<file path="src/rtl/mips_pkg.sv">
`default_nettype none
// ============================================================================
// Module      : mips_pkg
// Description : Shared constants and types for the instruction-fetch stage.
//               INSTR_W  - instruction width
//               PC_INC   - sequential PC step (one 32-bit word)
//               fetch_state_e - fetch FSM states (request / wait-for-data)
// Revision    : 1.0 - initial release
// ============================================================================
package mips_pkg;

    localparam int          INSTR_W          = 32;
    localparam int          PC_INC           = 4;
    localparam logic [31:0] RESET_PC_DEFAULT = 32'h0000_0000;

    typedef enum logic [0:0] {
        ST_REQ  = 1'b0,
        ST_WAIT = 1'b1
    } fetch_state_e;

endpackage
`default_nettype wire

</file>
<file path="src/rtl/if_fetch_stage_if.sv">
`default_nettype none
// ============================================================================
// Module      : if_fetch_stage_if
// Description : Instruction-memory request/response bus.
//               req/addr  - fetch request and word-aligned address
//               gnt       - request accepted this cycle
//               rvalid    - read data valid
//               rdata     - fetched instruction
//               master = fetch stage, slave = instruction memory.
// Revision    : 1.0 - initial release
// ============================================================================
interface if_fetch_stage_if
    import mips_pkg::*;
#(
    parameter int ADDR_W = 32
);
    logic                req;
    logic [ADDR_W-1:0]   addr;
    logic                gnt;
    logic                rvalid;
    logic [INSTR_W-1:0]  rdata;

    modport master (output req, addr, input gnt, rvalid, rdata);
    modport slave  (input req, addr, output gnt, rvalid, rdata);
endinterface
`default_nettype wire

</file>
<file path="src/rtl/if_pc_reg.sv">
`default_nettype none
// ============================================================================
// Module      : if_pc_reg
// Description : Program counter register. Redirect loads the target with the
//               low two bits cleared; otherwise the PC steps by one word when
//               a fetched instruction is accepted into the output buffer.
// Ports       : clk, rst_n          - clock, async active-low reset
//               redirect_valid/pc   - branch/jump target load
//               inc_en              - advance to the next sequential word
//               pc                  - current fetch address
// Revision    : 1.0 - initial release
// ============================================================================
module if_pc_reg
    import mips_pkg::*;
#(
    parameter int                ADDR_W   = 32,
    parameter logic [ADDR_W-1:0] RESET_PC = '0
)(
    input  wire logic              clk,
    input  wire logic              rst_n,
    input  wire logic              redirect_valid,
    input  wire logic [ADDR_W-1:0] redirect_pc,
    input  wire logic              inc_en,
    output logic      [ADDR_W-1:0] pc
);

    logic [ADDR_W-1:0] pc_q;
    logic [ADDR_W-1:0] pc_d;

    // Redirect outranks the sequential step; the add wraps naturally.
    always_comb begin
        pc_d = pc_q;
        if (redirect_valid) begin
            pc_d = redirect_pc & ~ADDR_W'(3);
        end else if (inc_en) begin
            pc_d = pc_q + ADDR_W'(PC_INC);
        end
    end

    always_ff @(posedge clk or negedge rst_n) begin
        if (!rst_n) begin
            pc_q <= RESET_PC;
        end else begin
            pc_q <= pc_d;
        end
    end

    assign pc = pc_q;

endmodule
`default_nettype wire

</file>
<file path="src/rtl/if_fetch_stage.sv">
`default_nettype none
// ============================================================================
// Module      : if_fetch_stage
// Description : Instruction-fetch stage feeding the IF/ID register. Issues one
//               outstanding fetch at a time, buffers the returned instruction
//               with its PC until decode accepts it, and handles branch/jump
//               redirect by flushing the buffer and killing any in-flight
//               response.
// Ports       : clk, rst_n               - clock, async active-low reset
//               imem (master modport)    - instruction memory bus
//               id_stall                 - decode cannot accept; hold output
//               redirect_valid/pc        - taken branch/jump and its target
//               if_valid/if_instr/if_pc  - buffered instruction to decode
//               perf_fetched/perf_stall  - only with IF_PERF_CNT_EN defined
// Options     : IF_PERF_CNT_EN - adds fetched-instruction and stall counters
// Revision    : 1.0 - initial release
// ============================================================================
module if_fetch_stage
    import mips_pkg::*;
#(
    parameter int                ADDR_W   = 32,
    parameter logic [ADDR_W-1:0] RESET_PC = ADDR_W'(RESET_PC_DEFAULT)
)(
    input  wire logic               clk,
    input  wire logic               rst_n,
    if_fetch_stage_if.master        imem,
    input  wire logic               id_stall,
    input  wire logic               redirect_valid,
    input  wire logic [ADDR_W-1:0]  redirect_pc,
    output logic                    if_valid,
    output logic      [INSTR_W-1:0] if_instr,
    output logic      [ADDR_W-1:0]  if_pc
`ifdef IF_PERF_CNT_EN
    ,
    output logic      [31:0]        perf_fetched,
    output logic      [31:0]        perf_stall
`endif
);

    fetch_state_e       state_q, state_d;
    logic               kill_q, kill_d;
    logic               if_valid_q, if_valid_d;
    logic [INSTR_W-1:0] if_instr_q, if_instr_d;
    logic [ADDR_W-1:0]  if_pc_q, if_pc_d;

    logic [ADDR_W-1:0]  pc;
    logic               req;
    logic               req_fire;
    logic               rsp;
    logic               load;

    // Only request when the buffer will be free by the time data returns.
    // Gated by rst_n so the bus is quiet for the whole reset interval.
    assign req      = rst_n && (state_q == ST_REQ) && (!if_valid_q || !id_stall);
    assign req_fire = req && imem.gnt;
    assign rsp      = (state_q == ST_WAIT) && imem.rvalid;
    assign load     = rsp && !kill_q && !redirect_valid;

    assign imem.req  = req;
    assign imem.addr = pc;

    if_pc_reg #(
        .ADDR_W   (ADDR_W),
        .RESET_PC (RESET_PC)
    ) u_pc_reg (
        .clk            (clk),
        .rst_n          (rst_n),
        .redirect_valid (redirect_valid),
        .redirect_pc    (redirect_pc),
        .inc_en         (load),
        .pc             (pc)
    );

    always_comb begin
        state_d    = state_q;
        kill_d     = kill_q;
        if_valid_d = if_valid_q;
        if_instr_d = if_instr_q;
        if_pc_d    = if_pc_q;

        // Consumption first so a same-cycle response overrides it.
        if (if_valid_q && !id_stall) begin
            if_valid_d = 1'b0;
        end
        if (load) begin
            if_valid_d = 1'b1;
            if_instr_d = imem.rdata;
            if_pc_d    = pc;
        end

        case (state_q)
            ST_REQ: begin
                if (req_fire) begin
                    state_d = ST_WAIT;
                end
            end
            ST_WAIT: begin
                if (imem.rvalid) begin
                    state_d = ST_REQ;
                    kill_d  = 1'b0;
                end
            end
            default: state_d = ST_REQ;
        endcase

        // A redirect flushes the buffer; any transaction still in flight
        // after this edge belongs to the old path and must be dropped.
        if (redirect_valid) begin
            if_valid_d = 1'b0;
            if (!rsp && ((state_q == ST_WAIT) || req_fire)) begin
                kill_d  = 1'b1;
                state_d = ST_WAIT;
            end
        end
    end

    always_ff @(posedge clk or negedge rst_n) begin
        if (!rst_n) begin
            state_q    <= ST_REQ;
            kill_q     <= 1'b0;
            if_valid_q <= 1'b0;
            if_instr_q <= '0;
            if_pc_q    <= '0;
        end else begin
            state_q    <= state_d;
            kill_q     <= kill_d;
            if_valid_q <= if_valid_d;
            if_instr_q <= if_instr_d;
            if_pc_q    <= if_pc_d;
        end
    end

    assign if_valid = if_valid_q;
    assign if_instr = if_instr_q;
    assign if_pc    = if_pc_q;

`ifdef IF_PERF_CNT_EN
    logic [31:0] perf_fetched_q, perf_fetched_d;
    logic [31:0] perf_stall_q, perf_stall_d;

    always_comb begin
        perf_fetched_d = perf_fetched_q + {31'd0, load};
        perf_stall_d   = perf_stall_q + {31'd0, (if_valid_q && id_stall)};
    end

    always_ff @(posedge clk or negedge rst_n) begin
        if (!rst_n) begin
            perf_fetched_q <= '0;
            perf_stall_q   <= '0;
        end else begin
            perf_fetched_q <= perf_fetched_d;
            perf_stall_q   <= perf_stall_d;
        end
    end

    assign perf_fetched = perf_fetched_q;
    assign perf_stall   = perf_stall_q;
`endif

endmodule
`default_nettype wire
</file>
<file path="src/flat_wrapper.sv">
// flat-port wrapper written by rule: the top's interface ports become plain ports
module if_fetch_stage_flat import mips_pkg::*;
#(
    parameter int                ADDR_W   = 32,
    parameter logic [ADDR_W-1:0] RESET_PC = ADDR_W'(RESET_PC_DEFAULT)
)
  (clk, rst_n, id_stall, redirect_valid, redirect_pc, if_valid, if_instr, if_pc, imem_req, imem_addr, imem_gnt, imem_rvalid, imem_rdata);
  if_fetch_stage_if #(.ADDR_W(ADDR_W)) imem_i ();
  input  wire logic clk;
  input  wire logic rst_n;
  input  wire logic id_stall;
  input  wire logic redirect_valid;
  input  wire logic [ADDR_W-1:0] redirect_pc;
  output logic if_valid;
  output logic      [INSTR_W-1:0] if_instr;
  output logic      [ADDR_W-1:0] if_pc;
  output wire logic [$bits(imem_i.req)-1:0] imem_req;
  output wire logic [$bits(imem_i.addr)-1:0] imem_addr;
  input wire logic [$bits(imem_i.gnt)-1:0] imem_gnt;
  input wire logic [$bits(imem_i.rvalid)-1:0] imem_rvalid;
  input wire logic [$bits(imem_i.rdata)-1:0] imem_rdata;
  assign imem_req = imem_i.req;
  assign imem_addr = imem_i.addr;
  assign imem_i.gnt = imem_gnt;
  assign imem_i.rvalid = imem_rvalid;
  assign imem_i.rdata = imem_rdata;
  if_fetch_stage #(.ADDR_W(ADDR_W), .RESET_PC(RESET_PC)) u_core (.clk(clk), .rst_n(rst_n), .imem(imem_i), .id_stall(id_stall), .redirect_valid(redirect_valid), .redirect_pc(redirect_pc), .if_valid(if_valid), .if_instr(if_instr), .if_pc(if_pc));
endmodule
</file>
<file path="config.mk">
export PLATFORM = sky130hd
export DESIGN_NAME = if_fetch_stage_flat
export DESIGN_NICKNAME = d
export VERILOG_FILES = /design/src/rtl/mips_pkg.sv /design/src/rtl/if_fetch_stage_if.sv /design/src/rtl/if_pc_reg.sv /design/src/rtl/if_fetch_stage.sv /design/src/flat_wrapper.sv
export SDC_FILE = /design/constraint.sdc
export NUM_CORES = 1
export LEC_CHECK = 0
export BUFFER_PORTS_ARGS = -buffer_cell sky130_fd_sc_hd__buf_2
export CAP_MARGIN = 20
export CORE_MARGIN = 10
export CORE_UTILIZATION = 52
export CTS_CLUSTER_DIAMETER = 150
export DETAILED_ROUTE_END_ITERATION = 12
export PLACE_DENSITY = 0.83
export SYNTH_ARGS = -nofsm -noshare
export SYNTH_HDL_FRONTEND = slang
export SYNTH_SLANG_ARGS = --single-unit
</file>
<file path="constraint.sdc">
create_clock -name clk -period 4.45 [get_ports clk]
set_input_delay 0.6675 -clock clk [delete_from_list [all_inputs] [get_ports clk]]
set_output_delay 0.6675 -clock clk [all_outputs]
set_load 0.01 [all_outputs]
</file>
==> results by stage <==
STA:
- The number of max-slew violations in the final report is 0.
- The highest achievable clock rate is 416 MHz.
- The worst clock skew is 0.0144 ns.
- Setup repair after global routing left no endpoint under its margin.
- The number of failing hold endpoints at the final stage was 0.
- The clock period could shrink to 2.40 ns.
- The sum of negative setup slack is 0 ns.
- The transition time at the pin with the least slew margin is 0.945 ns.
- The worst path uses 54.0% of the clock period.
- The headroom to the max-slew limit is 36.6%.
- Across all setup checks in the final design, the least slack found is 2.05 ns.
- The total setup violations reported at the end of the flow is 0.

Global route:
- The total grt overflow is 0.
- The number of global-route vias before repair is 3,549.
- The initial antenna violation count is 0.
- The global-route usage over all layers is 18.3%.
- The first global-routing pass estimated 18,600 microns of wire.
- The pin count of the biggest net entering global routing is 63.

Synthesis:
- dfrtp_1 takes more of the synthesized area than any other cell.
- The most common cell in the netlist is dfrtp_1.
- The average cell area after synthesis is 11.8 sq um.
- Yosys mapped a number of flops with a built-in enable equal to 0.
- Counting instances in the post-synthesis netlist gives the leading cell types as dfrtp_1 (95), mux2_2 (62), nand2_1 (26), clkbuf_1 (19), or4_1 (19).
- The share of synthesized area in the top cell type comes to 55.9%.
- The number of unique standard cell types used by synthesis is 36.
- During synthesis, Yosys emitted a total of 0 warnings.
- The synthesized cell area is 4260 sq um.
- In the synthesized netlist the async set-or-reset flop fraction comes to 100%.
- The post-synthesis sequential area ratio is 55.9%.
- In the post-synthesis netlist, the biggest area contributors are dfrtp_1 (56%), mux2_2 (16%), or4_1 (3.4%), nand2_1 (2.3%), a31oi_1 (2.2%).
- For this run, the leading register cell type out of synthesis is dfrtp_1.
- After synthesis the netlist holds a flip-flop and latch count of 95.
- After technology mapping, the gate count stands at 360.

Worst setup path:
- At the worst endpoint, the required time is 4.69 ns.
- The critical path is of the in -> reg type.
- The largest single stage delay on the critical path is 0.94 ns.
- Broken down by cell family, the worst path's largest delay share belongs to buffers and inverters.
- The endpoint class of the critical path is a flop.
- The largest driver fanout on the critical path is 36.
- The number of cells on the worst reg-to-reg path is 4.
- The cell with the biggest individual delay on the critical path is clkinv_1.
- Walking the worst path, the cells encountered are buf_2 > clkinv_1 > o211ai_1 > nand3_1.
- The critical path startpoint category is an input pin.
- Together, buffers and inverters on the worst path number 2.
- The capture point of the worst reg-to-reg path is u_core.u_pc_reg.pc[21].
- The startpoint of the most critical register-to-register path is u_core.u_pc_reg.pc[4].
- Data on the critical path arrives at its endpoint at 2.64 ns.
- The slack of the worst reg-to-reg path is 2.09 ns.

Job:
- The tool flagged a number of max-cap violations equal to 0.

Layout:
- In the final layout, flip-flops and latches occupy 2380 sq um.
- The area of the multi-input gates is 1760 sq um.
- Excluding fillers, the count of instances in the completed layout stands at 619.
- The repair_antennas step left the layout with diodes totalling 0.
- Compared with the post-synthesis result, the final layout area differs by 25.3%.
- The register with the most flip-flops in the layout has 32 of them.
- In the final design database the tool counted 583 nets.
- The cell area after layout is 5330 sq um.
- The number of fillers in the final layout is 661.
- In the final layout, the share of cells above drive strength 1 is 47.2%.

Die:
- The initial utilization of the core area, before any placement, comes to 54.2%.
- The area of the die is 12,200 sq um.
- For this design the top-level I/O count stands at 168.
- In this run the vertical extent of the chip is 110 microns.
- The core area is 7850 sq um.
- Measured along the x axis, the die boundary spans 110 microns.
- The floorplan has 32 rows.

Clock network:
- The number of clock buffers inserted by TritonCTS is 9.
- The total of hold buffers inserted after clock tree synthesis is 0.
- The clock tree synthesis step divided the H-tree into 3 levels.
- The TritonCTS clock tree is yes.
- After clock tree synthesis, the setup repair step added 0 buffers.
- Clock-pin slew was measured on the worst setup and hold paths at 0.10 ns.
- The number of instances resized during post-cts repair is 0.
- The tree built by TritonCTS fans out to 95 sinks.
- The cell chosen for the clock root is clkbuf_8.
- Counting along the longest clock path gives a buffer depth of 2.
- At the later pin of the worst-skew pair, clock insertion delay measures 0.36 ns.

Detailed routing:
- Dividing the detail-routed wire length by the instance count gives 18.5 microns.
- The total detailed-routing wirelength is 11,400 microns.
- In this run, the number of DRC markers left after iteration 0 of detailed routing was 127.
- Using the TritonRoute via totals, the vias-per-cell ratio works out to 5.59.
- In the routed design, unresolved DRC markers number 0.
- Once detail routing completed, the nets flagged for antenna violations numbered 0.
- The detailed-router iteration count before antenna repair is 4.
- The total vias in the final route is 3,458.

Place:
- The placement-stage cell area is 5110 sq um.
- The half-perimeter wire length after placement is 8610 microns.
- Timing analysis after detailed placement gives a worst setup slack of 1.75 ns.
- The cell count after placement is 603.
- Input and output buffers added on the ports amount to 161.
- The placer congestion estimate is 0.783.

Power and ir drop:
- The static power due to leakage is 0.00250 uW.
- In this run the power density over the cells is 538 nW/um^2.
- IR analysis of the VDD net gives a maximum drop of 327 uV.
- The total design power is 2870 uW.

Min path:
- The path category of the worst min-delay check is in -> async.

Outcome:
- The run finished with clean final reports.
-- worst reg2reg max path: stages, from the launching register on --
cell and delay (ns):
dfrtp_1 0.55, nand3_1 0.27, or4_1 0.74, or4_1 0.56, a31oi_1 0.16
-- stage by stage --
step                utilization [%]  hold slack [ns]
floorplan                         -            0.372
global placement               65.2            0.484
detailed placement             65.2            0.490
CTS                            68.0            0.281
global route                   68.0            0.287
finish                         68.0            0.265
-- layout by cell type (no fill, tap or decap), types with 2 or more instances in the layout --
cell type	count
buf_2	160
dfrtp_1	95
mux2_2	62
nand2_1	26
or4_1	19
nand3_1	18
nor2_1	16
a31oi_1	15
o21ai_0	11
nand4_1	10
o31ai_1	10
clkbuf_8	9
o211ai_1	7
inv_1	6
xnor2_1	5
and4_1	4
and3_1	4
conb_1	4
xor2_1	3
buf_4	3
a22o_1	2
and2_1	2
o41ai_1	2
nor4_1	2
or3_1	2
nor3_1	2
clkinv_4	2
clkinv_2	2
bufinv_16	2
-- how the worst max path moves through the flow --
stage | cells past startpoint | startpoint | slack, ns | endpoint
2_1_floorplan | 5 | imem_rvalid | 2.33 | u_core.u_pc_reg.pc[21]
3_3_place_gp | 4 | redirect_valid | 1.78 | u_core.u_pc_reg.pc[31]
3_5_place_dp | 4 | redirect_valid | 1.75 | u_core.u_pc_reg.pc[22]
4_1_cts | 4 | u_core.u_pc_reg.pc[4] | 2.09 | u_core.u_pc_reg.pc[21]
5_1_grt | 4 | u_core.u_pc_reg.pc[4] | 1.87 | u_core.u_pc_reg.pc[27]
6_report | 4 | redirect_valid | 2.05 | u_core.u_pc_reg.pc[22]
-- per-layer routing --
layer  vias up  wire length, microns  track usage (%)
li1       1632                     -                -
met1      1677                  4590             21.7
met2       133                  5770             30.2
met3        16                   916             6.48
met4         0                   151             5.70
met5         -                     0                0
-- cell type report --
class / count / share of cell area (%)
Clock buffer: 9 / 2.32
Clock inverter: 7 / 1.81
Inverter: 7 / 0.493
Multi-Input combinational cell: 236 / 33.0
Sequential cell: 95 / 44.6
Tap cell: 102 / 2.39
Timing Repair Buffer: 163 / 15.4
-- where the power goes --
group          switching (uW)  internal, uW
registers                 183          1160
logic                     441           460
clock network             303           319
-- kinds of logic after synthesis --
group | share of synthesized area (%)
AO/OA/AOI/OAI | 7.44
buffers and inverters | 3.23
other | 0.0881
flip-flops | 55.9
multiplexers | 16.6
XOR/XNOR | 1.65
adder cells (fa/ha/maj) | 0.294
AND/OR/NAND/NOR | 14.8
(Power assumes the default switching activity.)
